File: src/rtl/dmem_arbiter.sv
// Two-port (core/debug) arbiter and byte/half/word access sequencer for a single-ported word memory.
// Optional MISALIGN_TRAP_EN: core accesses that cross a word boundary complete with an error instead.
module dmem_arbiter #(
    parameter int MEM_WORDS = 16000,
    parameter int MAW       = 14
) (
    input  logic           clk,
    input  logic           rst_n,
    input  logic           c_req,
    output logic           c_ready,
    input  logic           c_we,
    input  logic [1:0]     c_size,
    input  logic           c_unsigned,
    input  logic [31:0]    c_addr,
    input  logic [31:0]    c_wdata,
    output logic           c_rvalid,
    output logic [31:0]    c_rdata,
    output logic           c_err,
    input  logic           d_req,
    output logic           d_ready,
    input  logic           d_we,
    input  logic [31:0]    d_addr,
    input  logic [31:0]    d_wdata,
    output logic           d_rvalid,
    output logic [31:0]    d_rdata,
    output logic           d_err,
    output logic           m_en,
    output logic           m_we,
    output logic [3:0]     m_wstrb,
    output logic [MAW-1:0] m_addr,
    output logic [31:0]    m_wdata,
    input  logic [31:0]    m_rdata
);
    typedef enum logic [2:0] {IDLE, BEAT0, BEAT1, WAIT, ERR} state_t;
    state_t state, state_nx;

    logic           last_grant;  // 1 = debug port won the last accept
    logic           r_port, r_we, r_uns, r_split;
    logic [1:0]     r_size, r_off;
    logic [MAW-1:0] r_word;
    logic [31:0]    r_wdata, lo_q;

    logic        gnt_c, gnt_d, accept, a_we, a_uns, a_split, a_err;
    logic [1:0]  a_size;
    logic [31:0] a_addr, a_wdata, a_word;

    assign gnt_c   = c_req & (~d_req | last_grant);
    assign gnt_d   = d_req & ~gnt_c;
    assign c_ready = (state == IDLE) & gnt_c;
    assign d_ready = (state == IDLE) & gnt_d;
    assign accept  = c_ready | d_ready;

    assign a_we    = gnt_c ? c_we : d_we;
    assign a_size  = gnt_c ? c_size : 2'd2;
    assign a_uns   = gnt_c & c_unsigned;
    assign a_addr  = gnt_c ? c_addr : (d_addr & ~32'd3);
    assign a_wdata = gnt_c ? c_wdata : d_wdata;
    assign a_word  = {2'b00, a_addr[31:2]};
    assign a_split = (a_size == 2'd1 && a_addr[1:0] == 2'd3) ||
                     (a_size == 2'd2 && a_addr[1:0] != 2'd0);

    // Range check covers the second word of a split access, so no beat is ever issued for it.
    always_comb begin
        a_err = (a_size == 2'd3) || (a_word >= 32'(MEM_WORDS)) ||
                (a_split && (a_word + 32'd1 >= 32'(MEM_WORDS)));
`ifdef MISALIGN_TRAP_EN
        if (gnt_c && a_split) a_err = 1'b1;
`endif
    end

    always_comb begin
        state_nx = state;
        case (state)
            IDLE:    if (accept) state_nx = a_err ? ERR : BEAT0;
            BEAT0:   state_nx = r_split ? BEAT1 : (r_we ? IDLE : WAIT);
            BEAT1:   state_nx = r_we ? IDLE : WAIT;
            WAIT:    state_nx = IDLE;
            ERR:     state_nx = IDLE;
            default: state_nx = IDLE;
        endcase
    end

    // Memory beat formatting: the 64-bit lane image spans words A (low) and A+1 (high).
    logic [63:0] st_wide;
    logic [7:0]  strb_wide;
    logic [3:0]  sz_mask;
    logic        beat, hi_beat;

    always_comb begin
        sz_mask   = (r_size == 2'd0) ? 4'h1 : (r_size == 2'd1) ? 4'h3 : 4'hF;
        st_wide   = {32'b0, r_wdata} << {r_off, 3'b000};
        strb_wide = {4'b0, sz_mask} << r_off;
        beat      = (state == BEAT0) || (state == BEAT1);
        hi_beat   = (state == BEAT1);
        m_en      = beat;
        m_we      = beat & r_we;
        m_addr    = beat ? (hi_beat ? r_word + 1'b1 : r_word) : '0;
        m_wstrb   = (beat & r_we) ? (hi_beat ? strb_wide[7:4] : strb_wide[3:0]) : 4'h0;
        m_wdata   = (beat & r_we) ? (hi_beat ? st_wide[63:32] : st_wide[31:0]) : 32'h0;
    end

    // Load formatting happens in WAIT, where m_rdata holds the last beat's word.
    logic [31:0] ld_lo, ld_hi, raw, fmt, rsp_data;
    logic        done, rsp_err;

    always_comb begin
        ld_lo = r_split ? lo_q : m_rdata;
        ld_hi = r_split ? m_rdata : 32'h0;
        raw   = 32'({ld_hi, ld_lo} >> {r_off, 3'b000});
        case (r_size)
            2'd0:    fmt = {{24{~r_uns & raw[7]}}, raw[7:0]};
            2'd1:    fmt = {{16{~r_uns & raw[15]}}, raw[15:0]};
            default: fmt = raw;
        endcase
        done     = (state == BEAT0 && r_we && !r_split) || (state == BEAT1 && r_we) ||
                   (state == WAIT) || (state == ERR);
        rsp_err  = (state == ERR);
        rsp_data = (state == WAIT) ? fmt : 32'h0;
    end

    always_ff @(posedge clk or negedge rst_n) begin
        if (!rst_n) begin
            state      <= IDLE;
            last_grant <= 1'b1;
            r_port     <= 1'b0;
            r_we       <= 1'b0;
            r_uns      <= 1'b0;
            r_split    <= 1'b0;
            r_size     <= 2'd0;
            r_off      <= 2'd0;
            r_word     <= '0;
            r_wdata    <= 32'h0;
            lo_q       <= 32'h0;
            c_rvalid   <= 1'b0;
            c_err      <= 1'b0;
            c_rdata    <= 32'h0;
            d_rvalid   <= 1'b0;
            d_err      <= 1'b0;
            d_rdata    <= 32'h0;
        end else begin
            state <= state_nx;
            if (accept) begin
                last_grant <= gnt_d;
                r_port     <= gnt_d;
                r_we       <= a_we;
                r_uns      <= a_uns;
                r_split    <= a_split;
                r_size     <= a_size;
                r_off      <= a_addr[1:0];
                r_word     <= a_addr[MAW+1:2];
                r_wdata    <= a_wdata;
            end
            if (state == BEAT1) lo_q <= m_rdata;
            c_rvalid <= done & ~r_port;
            c_err    <= done & ~r_port & rsp_err;
            c_rdata  <= (done & ~r_port) ? rsp_data : 32'h0;
            d_rvalid <= done & r_port;
            d_err    <= done & r_port & rsp_err;
            d_rdata  <= (done & r_port) ? rsp_data : 32'h0;
        end
    end
endmodule

File: config.mk
export PLATFORM = sky130hd
export DESIGN_NAME = dmem_arbiter
export DESIGN_NICKNAME = d
export VERILOG_FILES = /design/src/rtl/dmem_arbiter.sv
export SDC_FILE = /design/constraint.sdc
export NUM_CORES = 1
export LEC_CHECK = 0
export BUFFER_PORTS_ARGS = -buffer_cell sky130_fd_sc_hd__clkbuf_2
export CAP_MARGIN = 20
export CORE_ASPECT_RATIO = 0.75
export CORE_MARGIN = 2
export CORE_UTILIZATION = 48
export CTS_CLUSTER_DIAMETER = 120
export CTS_CLUSTER_SIZE = 16
export DETAILED_ROUTE_END_ITERATION = 16
export PLACE_DENSITY = 0.8
export SETUP_SLACK_MARGIN = 0.02
export SLEW_MARGIN = 0
export SYNTH_ARGS = -nofsm -noshare
export SYNTH_HDL_FRONTEND = slang
export SYNTH_SLANG_ARGS = --single-unit
File: constraint.sdc
create_clock -name clk -period 2.4 [get_ports clk]
set_input_delay 0.48 -clock clk [delete_from_list [all_inputs] [get_ports clk]]
set_output_delay 0.48 -clock clk [all_outputs]
set_load 0.02 [all_outputs]
==> summary.md, run 1 <==
• overall die area: 19700 sq um
• global placement routability congestion: 0.914
• total inserted antenna cells: 0
• post-route clock period utilization: 114%
• final cell count without fillers: 1573
• remaining max-slew budget at the tightest pin: 50.4%
• number of search-and-repair iterations in the first detailed-routing pass: 6
• number of H-tree levels: 4
• wire length of the first global-routing pass: 46.0 mm
• area of combinational cells with multiple inputs: 5210 sq um
• most common flop cell mapped by yosys: dfrtp_1
• overall die width: 161 microns
• via count of the first global-routing pass: 8598
• number of enable-type register cells in the synthesized netlist: 0
• placeable core area: 18300 sq um
• Sinks on Clock Net: 158
• post-layout min period: 2.75 ns
• worst-margin pin slew: 0.741 ns
• register area share after synthesis: 44.4%
• final worst-path setup slack: -0.347 ns
• CTS buffer count: 17
• library cell contributing the largest single delay on the critical path: dfrtp_1
• pin count of the biggest net entering global routing: 97
• total I/O pin count: 291
• clock network latency to the later pin of the worst-skew pair: 0.43 ns
• count of state elements after synthesis: 158
• top fanout value on the critical path: 4
• vias after detailed routing: 9125
• fraction of synthesis flops using an asynchronous set or reset pin: 100%
• number of remaining DRC errors: 0
• Worst Clk Skew: 0.0111 ns
• Post-Synthesis Net Count: 1162
• initial cell density of the core: 48.6%
• ranking of synthesized cells by area: dfrtp_1 (44%), mux2i_1 (11%), nand2_1 (8.4%), nor2_1 (5.2%), o21ai_0 (4.4%)
• residual overflow from global routing: 0
• required time at the worst-slack endpoint: 1.92 ns
• Critical Path Sink Type: output pin
• Peak supply drop: 0.435 mV
• crit path launch type: register
• outcome: complete, but fails checks
• final hold slack: 0.276 ns
• average routed wire per standard cell: 19.8 microns
• Via-to-Cell Ratio: 5.80
• Final Max Slew Viols: 0
• initial drt markers: 908
• remaining antenna violation count after routing: 0
• Critical Path Max Stage Delay: 0.42 ns
• Worst Hold Class: in -> reg
• leak pwr: 0.00600 uW
• clock tree from TritonCTS: done
• core utilization of the finished layout: 69.5%
• mean instance size in the synthesized netlist: 8.98 sq um
• die height: 122 microns
• GRT Total Usage: 30.2%
• Sequential cell area: 3960 sq um
• total wirelength of the detailed-routed design: 31.2 mm
• FILL cells: 1336
• Max-cap violations: 0
• Netlist cell types: 60
• synthesized instance count: 992
• DP Wirelength: 20.8 mm
• crit-path cells: buf_6 > nor3b_4 > and3_4 > and4_4 > nand3_2 > xor2_1 > nor2_1 > buf_4
• Cell Area, Synth: 8910 sq um
• count of input and output buffers: 288
• largest buffer count on any clock path: 2
• Std-Cell Rows: 43
• worst-case setup slack after placement: 0.0832 ns
• Synth-to-Final Area Change: 43.1%
• count of endpoints failing hold in the final timing report: 0
• area fraction of the dominant cell type after synthesis: 44.1%
• PwrDens: 653 nW/um^2
• Yosys warnings: 0
• # placed instances: 1504
• data arrival time of the worst path: 2.27 ns
• layout cells sized above 1: 41.1%
• commonest non-fill, non-tap cell in the layout: clkbuf_2
• Crit Path Category: reg -> out
• post-CTS clock slew at the launch and capture registers of the worst setup and hold paths: 0.07 ns
• library cell with the largest summed area after synthesis: dfrtp_1
• number of nets in the layout: 1483
• root buffer cell: clkbuf_16
• maximum achievable frequency: 0.364 GHz
• number of setup violations in the final report: 46
• commonest cells after routing, fill and taps aside: clkbuf_2 (246), nand2_1 (191), dfrtp_1 (153), nor2_1 (121), mux2i_1 (86)
• unrepaired setup endpoints after global routing: true
• antenna violations before repair: 1
• violated checks: negative setup slack
==> flip-flops by register name (all words and copies together) (netlist names), 2 cells and up <==
| signal | count |
|---|---|
| r_off | 2 |
| lo_q | 32 |
| state | 3 |
| r_wdata | 32 |
| r_size | 2 |
| c_rdata | 32 |
| r_word | 14 |
| d_rdata | 32 |
==> worst paths after layout <==
path | startpoint | endpoint | cells after the start | slack [ns]
setup / recovery | state[0] | m_addr[13] | 8 | -0.35
hold / removal | m_rdata[28] | lo_q[28] | 3 | 0.28
setup reg to reg | r_off[0] | c_rdata[3] | 7 | 0.05
hold reg to reg | lo_q[5] | lo_q[5] | 2 | 0.48
max in group asynchronous | rst_n | last_grant | 3 | 1.26
min in group asynchronous | rst_n | r_wdata[13] | 2 | 0.49
==> synthesized netlist by cell type, drive strengths merged, types with 9 or more instances <==
master and count:
nand2 202, dfrtp 157, nor2 125, mux2i 98
o21ai 86, clkbuf 44, buf 30, a21oi 28
a211oi 25, mux2 23, nor3 21, nand3 16
o22ai 15, nand4 11, and2 9, mux4 9
nor4 9
==> routing by layer <==
layer | up-vias | GRT usage [%] | share of wire [%]
met3 | 100 | 8.31 | 10
met5 | - | 0 | 0.042
met1 | 4362 | 41.0 | 41
met2 | 543 | 47.3 | 46
met4 | 2 | 9.99 | 3.2
li1 | 4118 | - | -
==> through the flow <==
stage,instance area [sq um],power [uW],TNS (ns)
6_report,12800,8330,-9.41
3_3_place_gp,10900,5120,0
3_5_place_dp,10900,5170,0
5_1_grt,12800,8670,-13.69
4_1_cts,12100,8040,-9.08
2_1_floorplan,9010,4350,0
==> cells by family after synthesis <==
group                    count (synthesis)  share of synthesized area [%]
AO/OA/AOI/OAI                          188                           13.6
XOR/XNOR                                11                           1.08
adder cells (fa/ha/maj)                  1                          0.140
buffers and inverters                   84                           4.24
flip-flops                             158                           44.4
multiplexers                           130                           16.2
AND/OR/NAND/NOR                        420                           20.4
==> final cells by class <==
type | count | area share (%)
well taps | 247 | 2.42
clock inverters | 15 | 1.31
inverters | 10 | 0.334
clock buffers | 17 | 3.34
repair buffers | 376 | 20.7
multi-input cells | 750 | 40.8
flip-flops and latches | 158 | 31.1
==> critical path: cells and delay by family (launching register included) <==
family	cells	cell delay (ns)
AND/OR/NAND/NOR	5	0.95
flip-flops	1	0.42
buffers and inverters	2	0.30
XOR/XNOR	1	0.17
==> power by group <==
group | total (uW) | switching [uW] | leakage (uW) | internal (uW)
combinational | 2400 | 1360 | 0.00379 | 1050
clock | 2700 | 1300 | 0.000285 | 1400
sequential | 3230 | 357 | 0.00193 | 2870
==> repair_timing <==
action,4_1_cts,5_1_grt
pin swaps,14,41
gates resized for setup,99,141
setup buffers,14,19
hold buffers,1,0
endpoints found under the setup margin,47,61
endpoints found under the hold margin,26,0
cloned,4,3
No activity file was read; power rests on OpenSTA's default activity.
==> run 2, diff against run 1 <==
- SKIP_LAST_GASP: unset -> 1
==> summary.md, run 2 (synthesis gave the netlist of run 1 again) <==
• leak pwr: 0.00600 uW
• number of nets in the layout: 1480
• core utilization of the finished layout: 69.5%
• global placement routability congestion: 0.914
• outcome: complete, but fails checks
• overall die area: 19700 sq um
• PwrDens: 655 nW/um^2
• total cell area at the placement stage: 10900 sq um
• number of search-and-repair iterations in the first detailed-routing pass: 5
• top fanout value on the critical path: 6
• number of H-tree levels: 4
• kind of cell adding the most delay to the critical path: buffers and inverters
• CP Buf/Inv Count: 4
• die height: 122 microns
• clock network latency to the later pin of the worst-skew pair: 0.43 ns
• Worst Hold Class: in -> reg
• CTS buffer count: 17
• unrepaired setup endpoints after global routing: true
• residual overflow from global routing: 0
• Synth-to-Final Area Change: 43.1%
• Worst Clk Skew: 0.0138 ns
• initial cell density of the core: 48.6%
• remaining max-slew budget at the tightest pin: 48.4%
• layout cells sized above 1: 41.1%
• library cell contributing the largest single delay on the critical path: dfrtp_1
• Final Max Slew Viols: 0
• via count of the first global-routing pass: 8529
• remaining antenna violation count after routing: 0
• commonest non-fill, non-tap cell in the layout: clkbuf_2
• worst-margin pin slew: 0.771 ns
• count of input and output buffers: 288
• data arrival time of the worst path: 2.20 ns
• average routed wire per standard cell: 19.5 microns
• crit path launch type: register
• antenna violations before repair: 0
• overall die width: 161 microns
• total inserted antenna cells: 0
• maximum achievable frequency: 0.373 GHz
• wire length of the first global-routing pass: 45.5 mm
• Critical Path Max Stage Delay: 0.41 ns
• DP Wirelength: 20.8 mm
• GRT Total Usage: 29.9%
• Layout Cell Area excl Fill: 12800 sq um
• Sinks on Clock Net: 158
• largest buffer count on any clock path: 2
• required time at the worst-slack endpoint: 1.92 ns
• Max-cap violations: 0
• pin count of the biggest net entering global routing: 97
• total wirelength of the detailed-routed design: 30.7 mm
• Std-Cell Rows: 43
• Crit Path Category: reg -> out
• Peak supply drop: 0.433 mV
• count of endpoints failing hold in the final timing report: 0
• number of remaining DRC errors: 0
• final worst-path setup slack: -0.283 ns
• placeable core area: 18300 sq um
• post-route clock period utilization: 112%
• crit-path cells: buf_6 > nor3b_4 > buf_4 > buf_16 > nand3_1 > o21ai_0 > a21oi_1 > nor2_1 > clkbuf_2
• worst-case setup slack after placement: 0.0832 ns
• commonest cells after routing, fill and taps aside: clkbuf_2 (244), nand2_1 (190), dfrtp_1 (153), nor2_1 (120), mux2i_1 (86)
• root buffer cell: clkbuf_16
• violated checks: negative setup slack
• Via-to-Cell Ratio: 5.77
• initial drt markers: 791
• vias after detailed routing: 9054
• final total negative setup slack: -8.67 ns
• post-layout min period: 2.68 ns
• clock tree from TritonCTS: done
• Final Power: 8360 uW
• Critical Path Sink Type: output pin
• number of setup violations in the final report: 47
• post-CTS clock slew at the launch and capture registers of the worst setup and hold paths: 0.07 ns
• total I/O pin count: 291
-- run 2: cell types whose count changed in the layout (fill, tap and decap cells not counted), sizes merged --
cell / change
buf: +2
clkbuf: -5
-- run 2: per-layer routing --
| metal | track usage, % | vias to the layer above | share of wire, % |
|---|---|---|---|
| met5 | 0 | - | 0 |
| met4 | 9.54 | 0 | 2.5 |
| met3 | 8.04 | 72 | 10 |
| met2 | 47.0 | 537 | 46 |
| met1 | 40.7 | 4328 | 41 |
| li1 | - | 4117 | - |
-- run 2: area by class of cell --
class | instances | area (sq um)
clock inverters | 15 | 168
fillers | 1354 | 5590
inverters | 10 | 42.5
flip-flops and latches | 158 | 3960
well taps | 247 | 309
multi-input cells | 750 | 5230
repair buffers | 373 | 2620
clock buffers | 17 | 425
-- run 2: power breakdown --
part / total [uW] / internal (uW) / switching (uW)
registers: 3210 / 2870 / 345
clock network: 2690 / 1400 / 1290
logic: 2450 / 1070 / 1380
total: 8360 / 5340 / 3020
-- run 2: final timing paths --
| path | startpoint | to | slack [ns] | depth (start not counted) |
|---|---|---|---|---|
| max | state[0] | m_wdata[21] | -0.28 | 9 |
| min | c_unsigned | r_uns | 0.28 | 2 |
| max reg2reg | r_off[0] | c_rdata[14] | 0.09 | 9 |
| min reg2reg | lo_q[5] | lo_q[5] | 0.48 | 2 |
| max in group asynchronous | rst_n | last_grant | 1.25 | 3 |
| min in group asynchronous | rst_n | r_wdata[13] | 0.49 | 2 |
-- run 2: per-stage QoR --
stage | hold slack (ns) | std cells
after global routing | 0.275 | 1570
final | 0.278 | 1570
after detailed placement | 0.383 | 1504
after global placement | 0.382 | 1504
after floorplan | 0.184 | 992
after CTS | 0.267 | 1554
-- run 2: timing repair --
item                       4_1_cts  5_1_grt
pin swaps                       13       47
hold buffers                     1        0
setup endpoints to repair       47       55
setup buffers                   14       17
hold endpoints to repair        26        0
cloned                           4        3
resized for setup               87      161
-- run 2: worst reg2reg max path: cells and delay by family, from the launching register on --
kind | cells | cell delay (ns)
and+or+nand+nor | 1 | 0.07
buffers and inverters | 4 | 0.72
AOI/OAI and AO/OA | 3 | 0.54
DFF | 1 | 0.51
muxes | 1 | 0.35
==> run 3, diff against run 2 <==
- BUFFER_PORTS_ARGS: -buffer_cell sky130_fd_sc_hd__clkbuf_2 -> -buffer_cell sky130_fd_sc_hd__buf_2
==> summary.md, run 3 (synthesis gave the netlist of run 1 again) <==
• remaining antenna violation count after routing: 0
• GRT Total Usage: 30.0%
• endpoint of the most critical setup path: m_wdata[12]
• critical path startpoint: state[1]
• clock tree from TritonCTS: done
• number of H-tree levels: 4
• total wirelength of the detailed-routed design: 32.0 mm
• via count of the first global-routing pass: 8486
• commonest cells after routing, fill and taps aside: buf_2 (243), nand2_1 (186), dfrtp_1 (151), nor2_1 (111), mux2i_1 (78)
• crit-path cells: buf_6 > nor2_4 > nand3b_1 > or3_4 > buf_6 > o22ai_2 > buf_6
• DP Wirelength: 21.0 mm
• Worst Hold Class: in -> async
• Critical Path Sink Type: output pin
• core utilization of the finished layout: 70.7%
• count of input and output buffers: 288
• cell depth of the worst flop-to-flop path: 8
• die height: 122 microns
• Std-Cell Rows: 43
• total I/O pin count: 291
• leak pwr: 0.00609 uW
• unrepaired setup endpoints after global routing: true
• crit path launch type: register
• global placement routability congestion: 0.881
• number of setup violations in the final report: 44
• worst-case setup slack after placement: 0.0863 ns
• antenna violations before repair: 0
• Via-to-Cell Ratio: 5.83
• # placed instances: 1502
• final cell count without fillers: 1576
• worst r2r dst: d_rdata[4]
• average routed wire per standard cell: 20.3 microns
• layout cells sized above 1: 44.6%
• placeable core area: 18300 sq um
• Synth-to-Final Area Change: 45.6%
• initial drt markers: 864
• hold buffers post-CTS: 0
• wire length of the first global-routing pass: 45.5 mm
• register-to-register setup slack: -0.02 ns
• vias after detailed routing: 9193
• root buffer cell: clkbuf_16
• Peak supply drop: 0.454 mV
• residual overflow from global routing: 0
• CTS buffer count: 17
• number of remaining DRC errors: 0
• required time at the worst-slack endpoint: 1.92 ns
• data arrival time of the worst path: 2.15 ns
• remaining max-slew budget at the tightest pin: 40.6%
• worst-margin pin slew: 0.888 ns
• post-layout min period: 2.63 ns
• final total negative setup slack: -5.24 ns
• reg-to-reg critical path startpoint: r_off[0]
• count of endpoints failing hold in the final timing report: 0
• Max-cap violations: 0
• FILL cells: 1323
• Final Max Slew Viols: 0
• Worst Clk Skew: 0.0156 ns
• PwrDens: 654 nW/um^2
• overall die area: 19700 sq um
• overall die width: 161 microns
• largest buffer count on any clock path: 2
• outcome: complete, but fails checks
• final worst-path setup slack: -0.227 ns
• Critical Path Max Stage Delay: 0.45 ns
• library cell contributing the largest single delay on the critical path: dfrtp_2
• top fanout value on the critical path: 5
• post-route clock period utilization: 109%
• number of nets in the layout: 1485
• Sinks on Clock Net: 158
• initial cell density of the core: 48.6%
• post-CTS clock slew at the launch and capture registers of the worst setup and hold paths: 0.08 ns
• maximum achievable frequency: 0.381 GHz
• Crit Path Category: reg -> out
• pin count of the biggest net entering global routing: 66
• commonest non-fill, non-tap cell in the layout: buf_2
• clock network latency to the later pin of the worst-skew pair: 0.43 ns
• violated checks: negative setup slack
• number of search-and-repair iterations in the first detailed-routing pass: 5
• Top cell by count, worst path: buf_6
## run 3: changes by cell type in the layout (fill, tap and decap cells not counted), sizes merged
cell,previous run,this run
buf,121,372
clkbuf,267,21
clkinvlp,2,0
diode,0,1
dlygate4sd3,1,0
inv,15,17
nand2,202,203
## run 3: power by group
group	switching, uW	internal [uW]	total (uW)
Sequential	370	2870	3240
Clock	1290	1400	2690
Combinational	1450	1100	2550
Total	3110	5360	8480
## run 3: final cells by class
class,count,area [sq um],share of cell area [%]
diodes,1,2.50,0.0193
inverters,10,40.0,0.309
well taps,247,309,2.38
clock buffers,17,425,3.28
flip-flops and latches,158,3970,30.6
clock inverters,15,163,1.25
repair buffers,377,2650,20.4
multi-input cells,751,5420,41.8
## run 3: through the flow
step / hold slack, ns / total power, uW / instance area [sq um]
3_3_place_gp: 0.459 / 5090 / 10900
4_1_cts: 0.0403 / 8040 / 12200
2_1_floorplan: 0.184 / 4350 / 9010
6_report: 0.0392 / 8480 / 13000
3_5_place_dp: 0.466 / 5160 / 10900
5_1_grt: 0.0706 / 8790 / 13000
## run 3: timing repair
action | 4_1_cts | 5_1_grt
setup buffers | 18 | 22
pin swaps | 25 | 51
setup endpoints to repair | 49 | 87
gates cloned | 1 | 5
gates resized for setup | 137 | 129
## run 3: worst min-delay path by stage
stage                     depth (start not counted)           to  slack, ns     from
final                                             1  r_wdata[18]       0.04    rst_n
after global routing                              1  r_wdata[30]       0.07    rst_n
after CTS                                         1  r_wdata[30]       0.04    rst_n
after detailed placement                          2      lo_q[0]       0.47  lo_q[0]
after global placement                            2      lo_q[1]       0.46  lo_q[1]
after floorplan                                   0        c_err       0.18    rst_n
## run 3: metal layers
layer	track usage (%)	routed length [microns]	vias up
met5	0	0	-
li1	-	-	4118
met3	7.46	3610	90
met1	40.1	12500	4387
met2	48.8	15100	598
met4	9.15	815	0
## run 3: worst max-delay path, delay by kind of cell, from the launching register on
kind                   cells  cell delay (ns)
buffers and inverters      3             0.45
AO/OA/AOI/OAI              1             0.13
AND/OR/NAND/NOR            3             0.69
flip-flops                 1             0.45
